$ cat src/rtl/shifter_pkg.sv
// Shared types and constants for the pipelined barrel shifter.
// Imported by the stage sub-module and the top.
package shifter_pkg;

  localparam int OP_W = 2;

  typedef enum logic [OP_W-1:0] {
    SHIFT_SLL = 2'd0,
    SHIFT_SRL = 2'd1,
    SHIFT_SRA = 2'd2,
    SHIFT_ROR = 2'd3
  } shift_op_t;

endpackage

$ cat src/rtl/shift_stage.sv
// One logarithmic shifter stage: shifts by the constant AMT when i_en is set,
// otherwise passes the operand through untouched.
module shift_stage
  import shifter_pkg::*;
#(
  parameter int N   = 32,
  parameter int AMT = 1
) (
  input  logic [N-1:0] i_data,
  input  shift_op_t    i_op,
  input  logic         i_en,
  output logic [N-1:0] o_data
);

  logic [N-1:0] w_shifted;

  // SRA fills from the MSB of this stage's input, which carries the original sign forward.
  always_comb begin
    w_shifted = i_data;
    case (i_op)
      SHIFT_SLL: w_shifted = i_data << AMT;
      SHIFT_SRL: w_shifted = i_data >> AMT;
      SHIFT_SRA: w_shifted = N'($signed(i_data) >>> AMT);
      SHIFT_ROR: w_shifted = (i_data >> AMT) | (i_data << (N - AMT));
      default:   w_shifted = i_data;
    endcase
  end

  assign o_data = i_en ? w_shifted : i_data;

endmodule

$ cat src/rtl/barrel_shifter_pipe.sv
// Pipelined barrel shifter: one register stage per shift-amount bit, with a
// single global advance signal so the whole pipe either moves or holds.
module barrel_shifter_pipe
  import shifter_pkg::*;
#(
  parameter int N     = 32,
  parameter int TAG_W = 4
) (
  input  logic                 clk,
  input  logic                 rst,
  input  logic                 in_valid,
  output logic                 in_ready,
  input  logic [N-1:0]         in_data,
  input  logic [$clog2(N)-1:0] in_shamt,
  input  logic [OP_W-1:0]      in_op,
  input  logic [TAG_W-1:0]     in_tag,
  output logic                 out_valid,
  input  logic                 out_ready,
  output logic [N-1:0]         out_data,
  output logic [TAG_W-1:0]     out_tag
);

  localparam int S = $clog2(N);

  logic             w_adv;
  logic [S-1:0]     w_validIn;
  logic [N-1:0]     w_dataIn  [S];
  logic [N-1:0]     w_dataOut [S];
  shift_op_t        w_opIn    [S];
  logic [S-1:0]     w_shamtIn [S];
  logic [TAG_W-1:0] w_tagIn   [S];
  logic             w_unusedShamt;

  logic [S-1:0]     r_valid;
  logic [N-1:0]     r_data  [S];
  logic [TAG_W-1:0] r_tag   [S];
  shift_op_t        r_op    [S-1];
  logic [S-1:0]     r_shamt [S-1];

  assign w_adv     = ~r_valid[S-1] | out_ready;
  assign in_ready  = w_adv;
  assign out_valid = r_valid[S-1];
  assign out_data  = r_valid[S-1] ? r_data[S-1] : '0;
  assign out_tag   = r_valid[S-1] ? r_tag[S-1]  : '0;
  assign w_validIn = {r_valid[S-2:0], in_valid};

  // The shift amount is shifted right each stage, so bit 0 is always the live enable.
  assign w_unusedShamt = ^w_shamtIn[S-1][S-1:1];

  for (genvar k = 0; k < S; k++) begin : g_stage
    if (k == 0) begin : g_head
      assign w_dataIn[k]  = in_data;
      assign w_opIn[k]    = shift_op_t'(in_op);
      assign w_shamtIn[k] = in_shamt;
      assign w_tagIn[k]   = in_tag;
    end else begin : g_body
      assign w_dataIn[k]  = r_data[k-1];
      assign w_opIn[k]    = r_op[k-1];
      assign w_shamtIn[k] = r_shamt[k-1];
      assign w_tagIn[k]   = r_tag[k-1];
    end

    shift_stage #(
      .N   (N),
      .AMT (2 ** k)
    ) u_shift (
      .i_data (w_dataIn[k]),
      .i_op   (w_opIn[k]),
      .i_en   (w_shamtIn[k][0]),
      .o_data (w_dataOut[k])
    );
  end

  // Bubbles move with the pipe too, so a stall anywhere freezes every stage together.
  always_ff @(posedge clk or posedge rst) begin
    if (rst) begin
      r_valid <= '0;
      for (int k = 0; k < S; k++) begin
        r_data[k] <= '0;
        r_tag[k]  <= '0;
      end
      for (int k = 0; k < S - 1; k++) begin
        r_op[k]    <= SHIFT_SLL;
        r_shamt[k] <= '0;
      end
    end else if (w_adv) begin
      r_valid <= w_validIn;
      for (int k = 0; k < S; k++) begin
        r_data[k] <= w_dataOut[k];
        r_tag[k]  <= w_tagIn[k];
      end
      for (int k = 0; k < S - 1; k++) begin
        r_op[k]    <= w_opIn[k];
        r_shamt[k] <= w_shamtIn[k] >> 1;
      end
    end
  end

endmodule

$ cat config.mk
export PLATFORM = sky130hd
export DESIGN_NAME = barrel_shifter_pipe
export DESIGN_NICKNAME = d
export VERILOG_FILES = /design/src/rtl/shifter_pkg.sv /design/src/rtl/shift_stage.sv /design/src/rtl/barrel_shifter_pipe.sv
export SDC_FILE = /design/constraint.sdc
export NUM_CORES = 1
export LEC_CHECK = 0
export BUFFER_PORTS_ARGS = -buffer_cell sky130_fd_sc_hd__buf_2
export CORE_MARGIN = 1
export CORE_UTILIZATION = 25
export DETAILED_ROUTE_END_ITERATION = 10
export HOLD_SLACK_MARGIN = 0.03
export SLEW_MARGIN = 20
export SYNTH_ARGS = -nofsm -noshare
export SYNTH_HDL_FRONTEND = slang
export SYNTH_SLANG_ARGS = --single-unit
$ cat constraint.sdc
create_clock -name clk -period 9.8 [get_ports clk]
set_input_delay 1.96 -clock clk [delete_from_list [all_inputs] [get_ports clk]]
set_output_delay 1.96 -clock clk [all_outputs]
set_load 0.02 [all_outputs]
==> summary.md, run 1 <==
| Metric | Value |
|---|---|
| Status | complete, no violations |
| ANT nets after route | 0 |
| Worst min path class | flip-flop to flip-flop |
| Die Y | 213.0 µm |
| CORE AREA | 43460 µm² |
| Critical path fanouts, max | 122 |
| Final Net Count | 1325 |
| Placer Congestion | 0.8053 |
| Total power | 0.004119 W |
| Initial antenna violation count | 0 |
| Post-Route WL | 28700 µm |
| Clk pin slew, worst setup/hold paths | 0.05 ns |
| Io pins | 85 |
| Yosys top cell area share | 0.4565 |
| Data required, critical path | 7.84 ns |
| DP HPWL | 18910 µm |
| Slowest CP cell | and2b_4 |
| CP max stage delay | 0.64 ns |
| Setup CP Type | primary input to output pin |
| Post-synthesis cell area | 11130 µm² |
| CTS Hold Buffers Added | 0 |
| Worst Path Arrival | 3.49 ns |
| First-pass GRT wire length | 46460 µm |
| Register Area | 5080 µm² |
| Postcts setup bufs | 0 |
| H-tree levels | 1 |
| Pwr/cell area | 330.9 nW/µm² |
| Critical Path Start Type | primary input |
| Slew Viols, Final | 0 |
| Reg2Reg Depth | 5 |
| Max rail drop VDD | 0.1177 mV |
| Syn_nets | 1333 |
| WL/cell | 15.29 µm |
| Largest cells by area after synthesis | dfrtp_1 (46%), o21ai_0 (12%), o211a_1 (8.9%), nand2_1 (6.8%), inv_1 (3.9%) |
| Vias | 9145 |
| Vias in the first global route | 8303 |
| Max Clk Rate | 183.4 MHz |
| Syn Area/Cell | 8.653 µm² |
| Area growth from synthesis to layout | 11.86% |
| CTS buffer count | 23 |
| Setup crit end kind | output pin |
| Gr usage total | 0.1262 |
| CTS tree | built |
| Vias per inst | 4.872 |
| Grt ovf | 0 |
| Hold depth | 2 |
| Synth async-reset ratio | 1.000 |
| Cell-by-cell trace of the critical path | buf_2 -> and2b_4 -> inv_6 -> buf_2 |
| Count leader, synth | o21ai_0 |
| Hold path start | r_tag[0] |
| RSZ-0062 raised after global routing | no |
| Share of cells above drive strength 1 | 0.1045 |
| Post-synth EDFFs | 0 |
| Post-Syn Instances | 1286 |
| Area occupied by multi-input gates | 4964 µm² |
| Number of fill cells | 4739 |
| Max clock buf depth | 3 |
| Setup TNS | 0 ns |
| DRC violations left | 0 |
| Area leader, netlist | dfrtp_1 |
| CP most frequent cell | buf_2 |
| CP bufs+invs | 3 |
| Die area | 45360 µm² |
| Drt pass-1 iters | 5 |
| Antenna cells | 0 |
| Final Hold Fails | 0 |
| Slew HR | 0.2724 |
| IO buf count | 84 |
| Leakage dissipation | 6.177 nW |
| CTS sink cnt | 203 |
| Worst Tran Pin Value | 1.091 ns |
| Root buffer cell | clkbuf_16 |
| Max Clock Skew | 0.01458 ns |
| Syn. warnings | 0 |
| Top FF cell, synth | dfrtp_1 |
| CP Launch Point | out_ready |
| Resized Gates After CTS | 0 |
| Final Critical Period | 5.454 ns |
| R2r startpoint | r_valid[4] |
| Delay-heaviest family, CP | buffers and inverters |
| Setup violators final | 0 |
| DRT iter0 DRCs | 726 |
| Number of max-cap violations | 0 |
| Flop2flop setup slack | 6.29 ns |
| Clk_lat worst skew | 0.51 ns |
| Period utilization | 0.5565 |
| Flops & latches, synth | 203 |
| Largest net degree at the start of global routing | 136 |
| Most frequent cells after synthesis | o21ai_0 (274), dfrtp_1 (203), nand2_1 (202) |
| Die width | 213.0 µm |
| Rows | 76 |
| Endpoint, Worst Hold | r_tag[0] |
| Distinct cells, synth | 32 |
| Starting density of the core | 0.2561 |
| Reg2reg end | r_data[128] |
| Seq/Total Area, Yosys | 0.4565 |
tightest hold or removal path: stages, from the launching register on:
cell     delay [ns]
dfrtp_1        0.33
nand2_1        0.05
nand2_1        0.04
cell families (layout without fill, tap and decap cells):
logic type / count (synthesis) / in the layout / synth area share
compound gates: 549 / 549 / 0.3243
simple gates: 273 / 273 / 0.1066
buf+inv: 245 / 251 / 0.09771
flops: 203 / 203 / 0.4565
mux: 15 / 15 / 0.01349
xor+xnor: 1 / 1 / 0.001462
cells in the final DEF (no fill, tap or decap), drive strengths merged, types with 16 or more instances in the layout:
cell type,instances
buf,96
o21ai,303
o311a,30
o211a,99
clkbuf,35
nand2,202
dfrtp,203
o22ai,69
and2,36
a2bb2oi,16
inv,117
layer usage:
metal	up-vias	global-route usage	wire length, µm
li1	4517	-	-
met1	4351	0.1996	15080
met2	250	0.1804	11660
met3	27	0.01647	1540
met4	0	0.02382	418
met5	-	0	0
sequential cells by signal, summed over array words and instances (netlist names):
name     flops
r_valid      5
r_data     160
r_op         8
r_shamt     10
r_tag       20
metrics by stage:
stage	setup WS, ns	instance area (µm²)	hold WS (ns)	instances	util
after floorplan	2.301	11130	0.4300	1286	-
after global placement	4.324	11730	0.4422	1838	0.2700
after detailed placement	4.304	11730	0.4504	1838	0.2700
after CTS	4.295	12450	0.4611	1877	0.2865
after global routing	4.204	12450	0.4806	1877	0.2865
final	4.346	12450	0.4574	1877	0.2865
power breakdown:
part | switching (W) | leakage [nW] | internal (W)
registers | 0.000341 | 2.43 | 0.00123
clock network | 0.000336 | 0.356 | 0.000482
logic | 0.00107 | 3.39 | 0.000654
area by class of cell:
cell class | instances | area share
Sequential cell | 203 | 0.4081
Multi-Input combinational cell | 838 | 0.3987
Tap cell | 585 | 0.05880
Clock buffer | 35 | 0.05548
Timing Repair Buffer | 96 | 0.04101
Inverter | 116 | 0.03598
Clock inverter | 4 | 0.001910
how the worst max path moves through the flow:
stage                endpoint  slack, ns  cells after the start
global placement     in_ready       4.32                      4
global route         in_ready       4.20                      4
floorplan           r_data[0]       2.30                      1
CTS                  in_ready       4.30                      4
detailed placement   in_ready       4.30                      4
finish               in_ready       4.35                      4
No activity file was read; power rests on OpenSTA's default activity.
==> inputs of run 2 (changes only) <==
==> constraint.sdc (replaced) <==
create_clock -name clk -period 5.6 [get_ports clk]
set_input_delay 1.12 -clock clk [delete_from_list [all_inputs] [get_ports clk]]
set_output_delay 1.12 -clock clk [all_outputs]
set_load 0.02 [all_outputs]
==> summary.md, run 2 (synthesized netlist as in run 1, its figures left out) <==
| Metric | Value |
|---|---|
| Clk_lat worst skew | 0.51 ns |
| Most common cell after layout, fill and taps aside | o21ai_0 |
| Leakage dissipation | 6.188 nW |
| Io pins | 85 |
| Grt ovf | 0 |
| Setup TNS | 0 ns |
| Hold Slack | 0.4563 ns |
| Reg2reg end | r_data[157] |
| Vias in the first global route | 8314 |
| Slowest CP cell | dfrtp_1 |
| CTS tree | built |
| DP HPWL | 18860 µm |
| IO buf count | 84 |
| Final Hold Fails | 0 |
| Post-Route Utilization | 0.2875 |
| Worst min path class | flip-flop to flip-flop |
| Number of max-cap violations | 0 |
| CORE AREA | 43460 µm² |
| Endpoint, Worst Hold | r_tag[3] |
| WL/cell | 15.48 µm |
| CTS sink cnt | 203 |
| Die area | 45360 µm² |
| H-tree levels | 1 |
| Max clock buf depth | 3 |
| Gr usage total | 0.1267 |
| Hold path start | r_tag[3] |
| Cell-by-cell trace of the critical path | and2b_4 -> inv_6 -> buf_2 |
| Reg2Reg Depth | 5 |
| Pwr/cell area | 581.9 nW/µm² |
| Placer Congestion | 0.8010 |
| Drt pass-1 iters | 5 |
| Setup crit end kind | output pin |
| Slew HR | 0.2855 |
| Resized Gates After CTS | 0 |
| CP max stage delay | 0.72 ns |
| Most flop-heavy register | r_data |
| Delay-heaviest family, CP | buffers and inverters |
| Setup violators final | 0 |
| Period utilization | 0.6351 |
| Max Clock Skew | 0.009149 ns |
| Most frequent cells in the layout | o21ai_0 (274), dfrtp_1 (203), nand2_1 (202) |
| CTS Hold Buffers Added | 0 |
| Status | complete, no violations |
| Critical Path Start Type | flip-flop |
| Worst Tran Pin Value | 1.072 ns |
| Slew Viols, Final | 0 |
| Die Y | 213.0 µm |
| First-pass GRT wire length | 46580 µm |
| Max FFs per register | 160 |
| Largest net degree at the start of global routing | 164 |
| DRC violations left | 0 |
| Die width | 213.0 µm |
| Initial antenna violation count | 0 |
| Worst Path Arrival | 2.44 ns |
| Max Clk Rate | 281.2 MHz |
| Hold depth | 2 |
| CP Launch Point | r_valid[4] |
| Area growth from synthesis to layout | 12.26% |
| Vias per inst | 4.900 |
| CP bufs+invs | 2 |
| RSZ-0062 raised after global routing | no |
| Starting density of the core | 0.2561 |
| ANT nets after route | 0 |
| Clk pin slew, worst setup/hold paths | 0.06 ns |
| CTS buffer count | 23 |
| Rows | 76 |
| Vias | 9203 |
| Antenna cells | 0 |
| Root buffer cell | clkbuf_16 |
| Max rail drop VDD | 0.1896 mV |
| Critical path fanouts, max | 94 |
| Largest regs | r_data x160, r_tag x20, r_shamt x10 |
| DRT iter0 DRCs | 907 |
| Share of cells above drive strength 1 | 0.1044 |
| Final Critical Period | 3.556 ns |
| Flop2flop setup slack | 2.80 ns |
| Postcts setup bufs | 0 |
| Post-Route WL | 29070 µm |
| Data required, critical path | 4.48 ns |
| R2r startpoint | r_valid[4] |
| Setup CP Type | flip-flop to output pin |
| Final Net Count | 1326 |
==> run 2: tightest hold or removal path: stages (launching register included) <==
cell	delay, ns
dfrtp_1	0.33
nand2_1	0.05
nand2_1	0.04
==> run 2: cell type report <==
cell class / count / area (µm²)
well taps: 585 / 732.0
clock buffers: 35 / 680.7
clock inverters: 4 / 48.80
inverters: 116 / 444.2
repair buffers: 97 / 543.0
multi-input cells: 838 / 4964
fillers: 4659 / 30960
flip-flops and latches: 203 / 5080
==> run 2: how the worst max path moves through the flow <==
stage                            to  depth (start not counted)  slack (ns)
final                      in_ready                          3        2.04
after global routing       in_ready                          3        1.83
after CTS                  in_ready                          3        1.96
after detailed placement   in_ready                          4        2.24
after global placement     in_ready                          4        2.26
after floorplan           r_data[0]                          1        1.85
==> run 2: layer usage <==
| layer | track usage | wire [µm] | up-vias | share of wire |
|---|---|---|---|---|
| met2 | 0.1776 | 11740 | 254 | 0.40 |
| met3 | 0.01794 | 1499 | 35 | 0.052 |
| li1 | - | - | 4513 | - |
| met5 | 0 | 0 | - | 0 |
| met1 | 0.2014 | 15360 | 4401 | 0.53 |
| met4 | 0.02654 | 463 | 0 | 0.016 |
==> run 2: metrics by stage <==
step | instance area, µm² | worst slack, ns | std cells | power [W]
after floorplan | 11130 | 1.850 | 1286 | 0.005012
after global placement | 11760 | 2.257 | 1839 | 0.005733
after detailed placement | 11760 | 2.240 | 1839 | 0.005814
after CTS | 12490 | 1.963 | 1878 | 0.007301
after global routing | 12490 | 1.833 | 1878 | 0.007827
final | 12490 | 2.044 | 1878 | 0.007269
==> run 2: report_power, final <==
| part | switching, W | internal (W) |
|---|---|---|
| clock network | 0.000585 | 0.000878 |
| logic | 0.00189 | 0.00115 |
| registers | 0.000606 | 0.00216 |
